===== src/rtl/fetch_stage.sv =====
// fetch_stage: PC register, single-outstanding imem request engine and IF/ID register.
// Define FETCH_PERF_CNT_EN to add saturating perf_bubbles/perf_drops counters.
module fetch_stage #(
    parameter int              PC_W     = 32,
    parameter logic [PC_W-1:0] RESET_PC = '0
) (
    input  logic            clk,
    input  logic            rst_n,
    input  logic            stall_f,
    input  logic            stall_d,
    input  logic            flush_d,
    input  logic            redirect_d,
    input  logic [PC_W-1:0] redirect_pc_d,
    output logic            imem_req,
    output logic [PC_W-1:0] imem_addr,
    input  logic            imem_ready,
    input  logic            imem_rvalid,
    input  logic [31:0]     imem_rdata,
    output logic [31:0]     instr_d,
    output logic [PC_W-1:0] pc_d,
    output logic [PC_W-1:0] pc_plus4_d,
    output logic            valid_d
`ifdef FETCH_PERF_CNT_EN
    ,
    output logic [31:0]     perf_bubbles,
    output logic [31:0]     perf_drops
`endif
);
    typedef enum logic [1:0] {S_FETCH, S_WAIT, S_HOLD} state_t;
    state_t          r_state, w_state_nxt;
    logic [PC_W-1:0] r_pc, w_pc_nxt, w_pc_inc;
    logic            r_drop, w_drop_nxt;
    logic [31:0]     r_buf, w_load_instr;
    logic            w_redir, w_load, w_take, w_capture, w_discard;
    assign w_redir   = redirect_d && !stall_d;
    assign w_pc_inc  = r_pc + PC_W'(4);
    assign imem_addr = r_pc;
    assign w_take    = w_load && !flush_d;
    always_comb begin
        w_state_nxt  = r_state;
        w_pc_nxt     = r_pc;
        w_drop_nxt   = r_drop;
        w_load       = 1'b0;
        w_load_instr = imem_rdata;
        w_capture    = 1'b0;
        w_discard    = 1'b0;
        imem_req     = 1'b0;
        case (r_state)
            S_FETCH: begin
                imem_req = rst_n && !stall_f && !w_redir;
                if (w_redir) w_pc_nxt = redirect_pc_d;
                else if (imem_req && imem_ready) w_state_nxt = S_WAIT;
            end
            S_WAIT: begin
                if (imem_rvalid) begin
                    w_state_nxt = S_FETCH;
                    if (r_drop || w_redir) begin
                        w_discard  = 1'b1;
                        w_drop_nxt = 1'b0;
                        if (w_redir) w_pc_nxt = redirect_pc_d;
                    end else if (stall_d) begin
                        w_capture   = 1'b1;
                        w_state_nxt = S_HOLD;
                    end else begin
                        w_load   = 1'b1;
                        w_pc_nxt = w_pc_inc;
                    end
                end else if (w_redir) begin
                    // response still in flight: remember to throw it away
                    w_pc_nxt   = redirect_pc_d;
                    w_drop_nxt = 1'b1;
                end
            end
            S_HOLD: begin
                w_load_instr = r_buf;
                if (w_redir) begin
                    w_discard   = 1'b1;
                    w_pc_nxt    = redirect_pc_d;
                    w_state_nxt = S_FETCH;
                end else if (!stall_d) begin
                    w_load      = 1'b1;
                    w_pc_nxt    = w_pc_inc;
                    w_state_nxt = S_FETCH;
                end
            end
            default: w_state_nxt = S_FETCH;
        endcase
    end
    always_ff @(posedge clk or negedge rst_n) begin
        if (!rst_n) begin
            r_state <= S_FETCH;
            r_pc    <= RESET_PC;
            r_drop  <= 1'b0;
            r_buf   <= '0;
        end else begin
            r_state <= w_state_nxt;
            r_pc    <= w_pc_nxt;
            r_drop  <= w_drop_nxt;
            if (w_capture) r_buf <= imem_rdata;
        end
    end
    // bubbles keep the last pc_d/pc_plus4_d; only a real load moves them
    always_ff @(posedge clk or negedge rst_n) begin
        if (!rst_n) begin
            instr_d    <= '0;
            pc_d       <= '0;
            pc_plus4_d <= '0;
            valid_d    <= 1'b0;
        end else if (!stall_d) begin
            valid_d <= w_take;
            instr_d <= w_take ? w_load_instr : 32'h0;
            if (w_take) begin
                pc_d       <= r_pc;
                pc_plus4_d <= w_pc_inc;
            end
        end
    end
`ifdef FETCH_PERF_CNT_EN
    always_ff @(posedge clk or negedge rst_n) begin
        if (!rst_n) begin
            perf_bubbles <= '0;
            perf_drops   <= '0;
        end else begin
            if (!stall_d && !w_take && perf_bubbles != 32'hFFFF_FFFF) perf_bubbles <= perf_bubbles + 32'd1;
            if (w_discard && perf_drops != 32'hFFFF_FFFF) perf_drops <= perf_drops + 32'd1;
        end
    end
`endif
endmodule


===== config.mk =====
export PLATFORM = sky130hd
export DESIGN_NAME = fetch_stage
export DESIGN_NICKNAME = d
export VERILOG_FILES = /design/src/rtl/fetch_stage.sv
export SDC_FILE = /design/constraint.sdc
export NUM_CORES = 1
export LEC_CHECK = 0
export CORE_ASPECT_RATIO = 1.75
export CORE_MARGIN = 3
export CORE_UTILIZATION = 45
export DETAILED_ROUTE_END_ITERATION = 8
export DONT_BUFFER_PORTS = 1
export HOLD_SLACK_MARGIN = 0.06
export PLACE_DENSITY_LB_ADDON = 0.1
export SLEW_MARGIN = 40
export SYNTH_ARGS = -nofsm -noshare
export SYNTH_HDL_FRONTEND = slang
export SYNTH_SLANG_ARGS = --single-unit

===== constraint.sdc =====
create_clock -name clk -period 3.7 [get_ports clk]
set_input_delay 0.37 -clock clk [delete_from_list [all_inputs] [get_ports clk]]
set_output_delay 0.37 -clock clk [all_outputs]
set_load 0.02 [all_outputs]

# Word-level counts from Yosys, hierarchy flattened
# Index checks and enable logic that the tools add are counted.
# totals
register_bits,164
inputBits,72
wordCells,62
# op_classes
addsub,1
eq_ne,7
muxes,29
n_bitwise,1
reduce_logical,16
# op_table
cell,n
$mux W32,7
$pmux W32 S3,1
$add A32 B3 Y32 const B,1
$mux W2,7
$mux W1,12
$ne A2 B2 Y1 const B,3
$pmux W2 S3,1
$logic_and A1 B1 Y1,5
$logic_not A1 Y1,4
$reduce_and A4 Y1,1
$ne A3 B3 Y1 const B,1
$reduce_and A3 Y1,1
$reduce_bool A3 Y1,1
$eq A2 B1 Y1 const B,1
$eq A2 B2 Y1 const B,1
$logic_not A2 Y1,1
$ne A2 B1 Y1 const B,1
$pmux W1 S2,1
$reduce_and A2 Y1,1
$reduce_bool A2 Y1,1
$logic_or A1 B1 Y1,1
$not A1 Y1,1

# Logic depth before layout (Yosys ltp)
# logic_depth
depth_word,8
mapped_depth,12

# Least setup slack after synthesis
# OpenSTA, ideal clock, no wires.
# synth_path
path_kind,register to register
from,reg r_pc[14] (netlist: imem_addr[14])
to,reg r_pc[19] (netlist: imem_addr[19])
setup_time_ps,67
t_arrival_ps,2297
required_time_ps,3633
setup_slack_ps,1336
stages_incl_launch_ff,9
path_buffers,2
period_less_slack_ps,2364
cell_sequence,dfrtp_1 > buf_2 > nand3_2 > or4_4 > or2_0 > buf_2 > mux2_2 > a221oi_2 > a221o_1
# synth_via
elab_chain_len,5
elab_cells_between_ends,6
# synth_rtl
element,line,rtl
start: declaration,31,"logic [PC_W-1:0] r_pc, w_pc_nxt, w_pc_inc;"
start signal: assignment,97,r_pc <= w_pc_nxt;
$add A32 B3 Y32 (*),36,assign w_pc_inc = r_pc + PC_W'(4);
$mux W32 (*),"61, 80",
$mux W32,57,if (r_drop || w_redir) begin
$mux W32,55,if (imem_rvalid) begin
$pmux W32 S3 (*),48,case (r_state)
# Mark *: on every way between the ends. The rest lies on a longest branch, timed or not.
# A chain may end at the register's enable or synchronous reset.

# Worst setup path in the final report
# layout_path
from,reg r_state[1]
to,reg r_pc[29] (netlist: imem_addr[29])
# layout_via
elab_chain_len,2
elab_cells_between_ends,5
# layout_rtl
element,line,rtl
start: declaration,30,"state_t r_state, w_state_nxt;"
start signal: assignment,96,r_state <= w_state_nxt;
"$eq A2 B2 Y1, or another cell as far along",48,
$pmux W32 S3 or $reduce_bool A3 Y1 (tied branches),n/a,
# Several ways; a longest one is shown, not always the timed one.

==> results.py <==
metrics = {
    "global_route": {
        "track_usage": 0.2590,
        "grt_overflow": 0,
        "antenna_found_initial": 0,
        "grt_pass1_wl_mm": 40.46,
        "grt_max_degree": 165,
        "grt_pass1_vias": 7032,
    },
    "setup_path": {
        "worst-r2r-setup-slack_ps": 860,
        "cp.arrival_ps": 3150,
        "max_stage_delay_ps": 460,
        "worst-path-buf-inv": 3,
        "crit_path_max_fanout": 24,
        "path_cells": "inv_1, ha_1, buf_4, nand2b_1, a21oi_1, nor2_1, buf_4, a22o_1, a21o_1",
        "crit_path_start_kind": "flop",
        "cp.required_ps": 4010,
        "criticalPathCategory": "reg -> reg",
        "critical-path-top-delay-family": "compound AO/OA/AOI/OAI gates",
        "cp_common_cell": "buf_4",
        "cp-end-kind": "flop",
        "cpMaxStageDelayCell": "a21oi_1",
    },
    "logic_synthesis": {
        "ys_seq_area_frac": 0.4841,
        "synth_warnings": 0,
        "synth-edff-count": 0,
        "syn_area_per_cell_sq_um": 9.093,
        "synthTopCellsByArea": "dfrtp_1, nand2_1, o21ai_0",
        "yosys.area.top_type": "dfrtp_1",
        "synth_fp_nets": 998,
        "syn_area_sq_um": 8374,
        "synth_cell_types": 55,
        "yosys_register_bits": 162,
        "async_reset_ff_frac": 1.000,
        "synth_top_area_frac": 0.4841,
        "synth_cells": 921,
        "ys.flop_type": "dfrtp_1",
    },
    "die": {
        "num_rows": 65,
        "die_area_sq_um": 20350,
        "initial_core_util": 0.4617,
        "die_x_um": 109.1,
        "ioPinCount": 202,
        "core-area_sq_um": 18140,
        "fp.dieH_um": 186.5,
    },
    "drt": {
        "drcViolationCount": 0,
        "routed_wl_mm": 25.87,
        "wl_met1_mm": 8.934,
        "top_layer": "met4",
        "final_antenna_net_count": 0,
        "via_per_inst": 6.080,
        "routed-wl-met3_mm": 2.438,
        "routedWlPerCell_um": 22.85,
        "dr.pass1.iters": 5,
        "met2_length_mm": 13.15,
        "dr.first_iter.drc_count": 500,
        "num_vias": 6882,
    },
    "placed_design": {
        "dp_cells": 1094,
        "port-buffer-count": 0,
        "dp_hpwl_mm": 17.64,
        "place_congestion": 0.9305,
        "dp_slack_ps": 965.4,
    },
    "timing": {
        "tns_ps": 0,
        "max_freq_mhz": 352.0,
        "post-route-min-period_ps": 2841,
        "fin_skew_ps": 9.697,
        "postLayoutSetupSlackWorst_ps": 859.3,
        "worst_pin_slew_ps": 875.2,
        "hold_viol_final": 162,
        "max_slew_margin": 0.4165,
        "whs_ps": -360.3,
        "period_share": 0.7677,
        "maxSlewViolCount": 0,
        "grt_setup_unrepaired": "no",
        "setup_viol": 0,
    },
    "cts": {
        "cts_buffers": 17,
        "path_clk_slew_ps": 70,
        "cts_resized": 0,
        "cts_buffer_depth": 2,
        "cts_setup_buffers": 0,
        "numClockSinks": 162,
        "insertion_delay_ps": 420,
        "cts_htree_levels": 4,
        "clockRootBuffer": "clkbuf_16",
        "cts_tree": "built",
        "hold_buffers": 6,
    },
    "job": {
        "drv_cap": 0,
    },
    "pwr": {
        "pwr_density_cell_nw_per_um2": 768.4,
        "p_leak_nw": 3.867,
        "ir_drop_uv": 391.9,
        "fin_total_pwr_mw": 7.006,
    },
    "layout": {
        "antenna_cells": 0,
        "area_growth_pct": 8.875,
        "final_common_cell": "nand2_1",
        "nNetsFinal": 962,
        "nFillCells": 1718,
        "drive_above_1_share": 0.1069,
        "final_cells": 1132,
        "final_cell_mix": "nand2_1, dfrtp_1, o21ai_0, mux2i_1, mux2_2",
    },
    "run_status": {
        "violations": "hold timing",
        "status": "finished, violations left",
    },
    "worst_hold_path": {
        "hold_path_class": "in -> async",
    },
}
-- sequential cells by signal, indices dropped and copies added (netlist names) --
register / count
instr_d: 32
r_buf: 32
imem_addr: 32
valid_d: 1
r_drop: 1
pc_plus4_d: 30
r_state: 2
pc_d: 32
-- cell type report --
class / instances / area (sq um) / area share
Timing Repair Buffer: 24 / 207.7 / 0.02278
Clock buffer: 17 / 425.4 / 0.04666
Sequential cell: 162 / 4054 / 0.4446
Tap cell: 234 / 292.8 / 0.03211
Multi-Input combinational cell: 666 / 3940 / 0.4321
Clock inverter: 15 / 145.1 / 0.01592
Inverter: 14 / 52.55 / 0.005764
-- worst reg2reg max path: cells and delay by family, from the launching register on --
kind                       cells  cell delay, ps
DFF                            1             440
and+or+nand+nor                2             510
AOI/OAI and AO/OA              3             890
adders and majority gates      1             300
buffers and inverters          3             590
-- metrics by stage --
step | util | cell area (sq um)
2_1_floorplan | - | 8374
4_1_cts | 0.5027 | 9117
6_report | 0.5027 | 9117
3_3_place_gp | 0.4669 | 8467
5_1_grt | 0.5027 | 9117
3_5_place_dp | 0.4680 | 8487
-- cell usage after synthesis, drive strengths merged (3+ instances only) --
master / count
a31oi: 4
and2: 3
nand4: 8
and3: 10
mux2i: 40
a211oi: 4
mux2: 38
dfrtp: 162
nor3: 11
ha: 5
a21oi: 32
a311oi: 3
a221oi: 7
xor2: 9
a22oi: 11
nand2: 207
a21o: 4
clkbuf: 49
o22ai: 5
xnor2: 23
nor4: 6
nand3: 23
inv: 14
a22o: 3
nor2b: 5
buf: 30
nand2b: 8
nor2: 36
o21ai: 127
a32oi: 3
a221o: 9
o211ai: 5
-- report_power, final --
part           leakage, nW  switching [mW]  internal (mW)  total (mW)
logic                 1.44           0.979          0.749        1.73
clock network        0.283           0.790          0.949        1.74
registers             2.15            1.19           2.35        3.54
total                 3.87            2.96           4.04        7.01
-- worst paths after layout --
kind	from	endpoint	depth (start not counted)
max	r_state[1]$_DFFE_PN0P_	imem_addr[29]$_DFFE_PN0P_	9
max reg2reg	r_state[1]$_DFFE_PN0P_	imem_addr[29]$_DFFE_PN0P_	9
min in group clk	stall_d	instr_d[27]$_DFFE_PN0N_	2
min	rst_n	pc_d[5]$_DFFE_PN0P_	0
max in group asynchronous	rst_n	imem_addr[29]$_DFFE_PN0P_	0
min reg2reg	r_buf[27]$_DFFE_PN0P_	r_buf[27]$_DFFE_PN0P_	1
-- cell families (layout without fill, tap and decap cells) --
group | count (synthesis) | after routing | share of synthesized area
buf+inv | 93 | 70 | 0.04751
flops | 162 | 162 | 0.4841
simple gates | 325 | 325 | 0.1681
mux | 78 | 78 | 0.09891
fa+ha+maj | 5 | 5 | 0.007470
xor+xnor | 32 | 32 | 0.03347
compound gates | 226 | 226 | 0.1605
-- metal layers --
metal  up-vias  global-route usage
li1       3124                   -
met1      3359              0.2780
met2       326              0.4373
met3        73             0.09207
met4         0              0.1356
met5         -                   0
No activity file was read; power rests on OpenSTA's default activity.
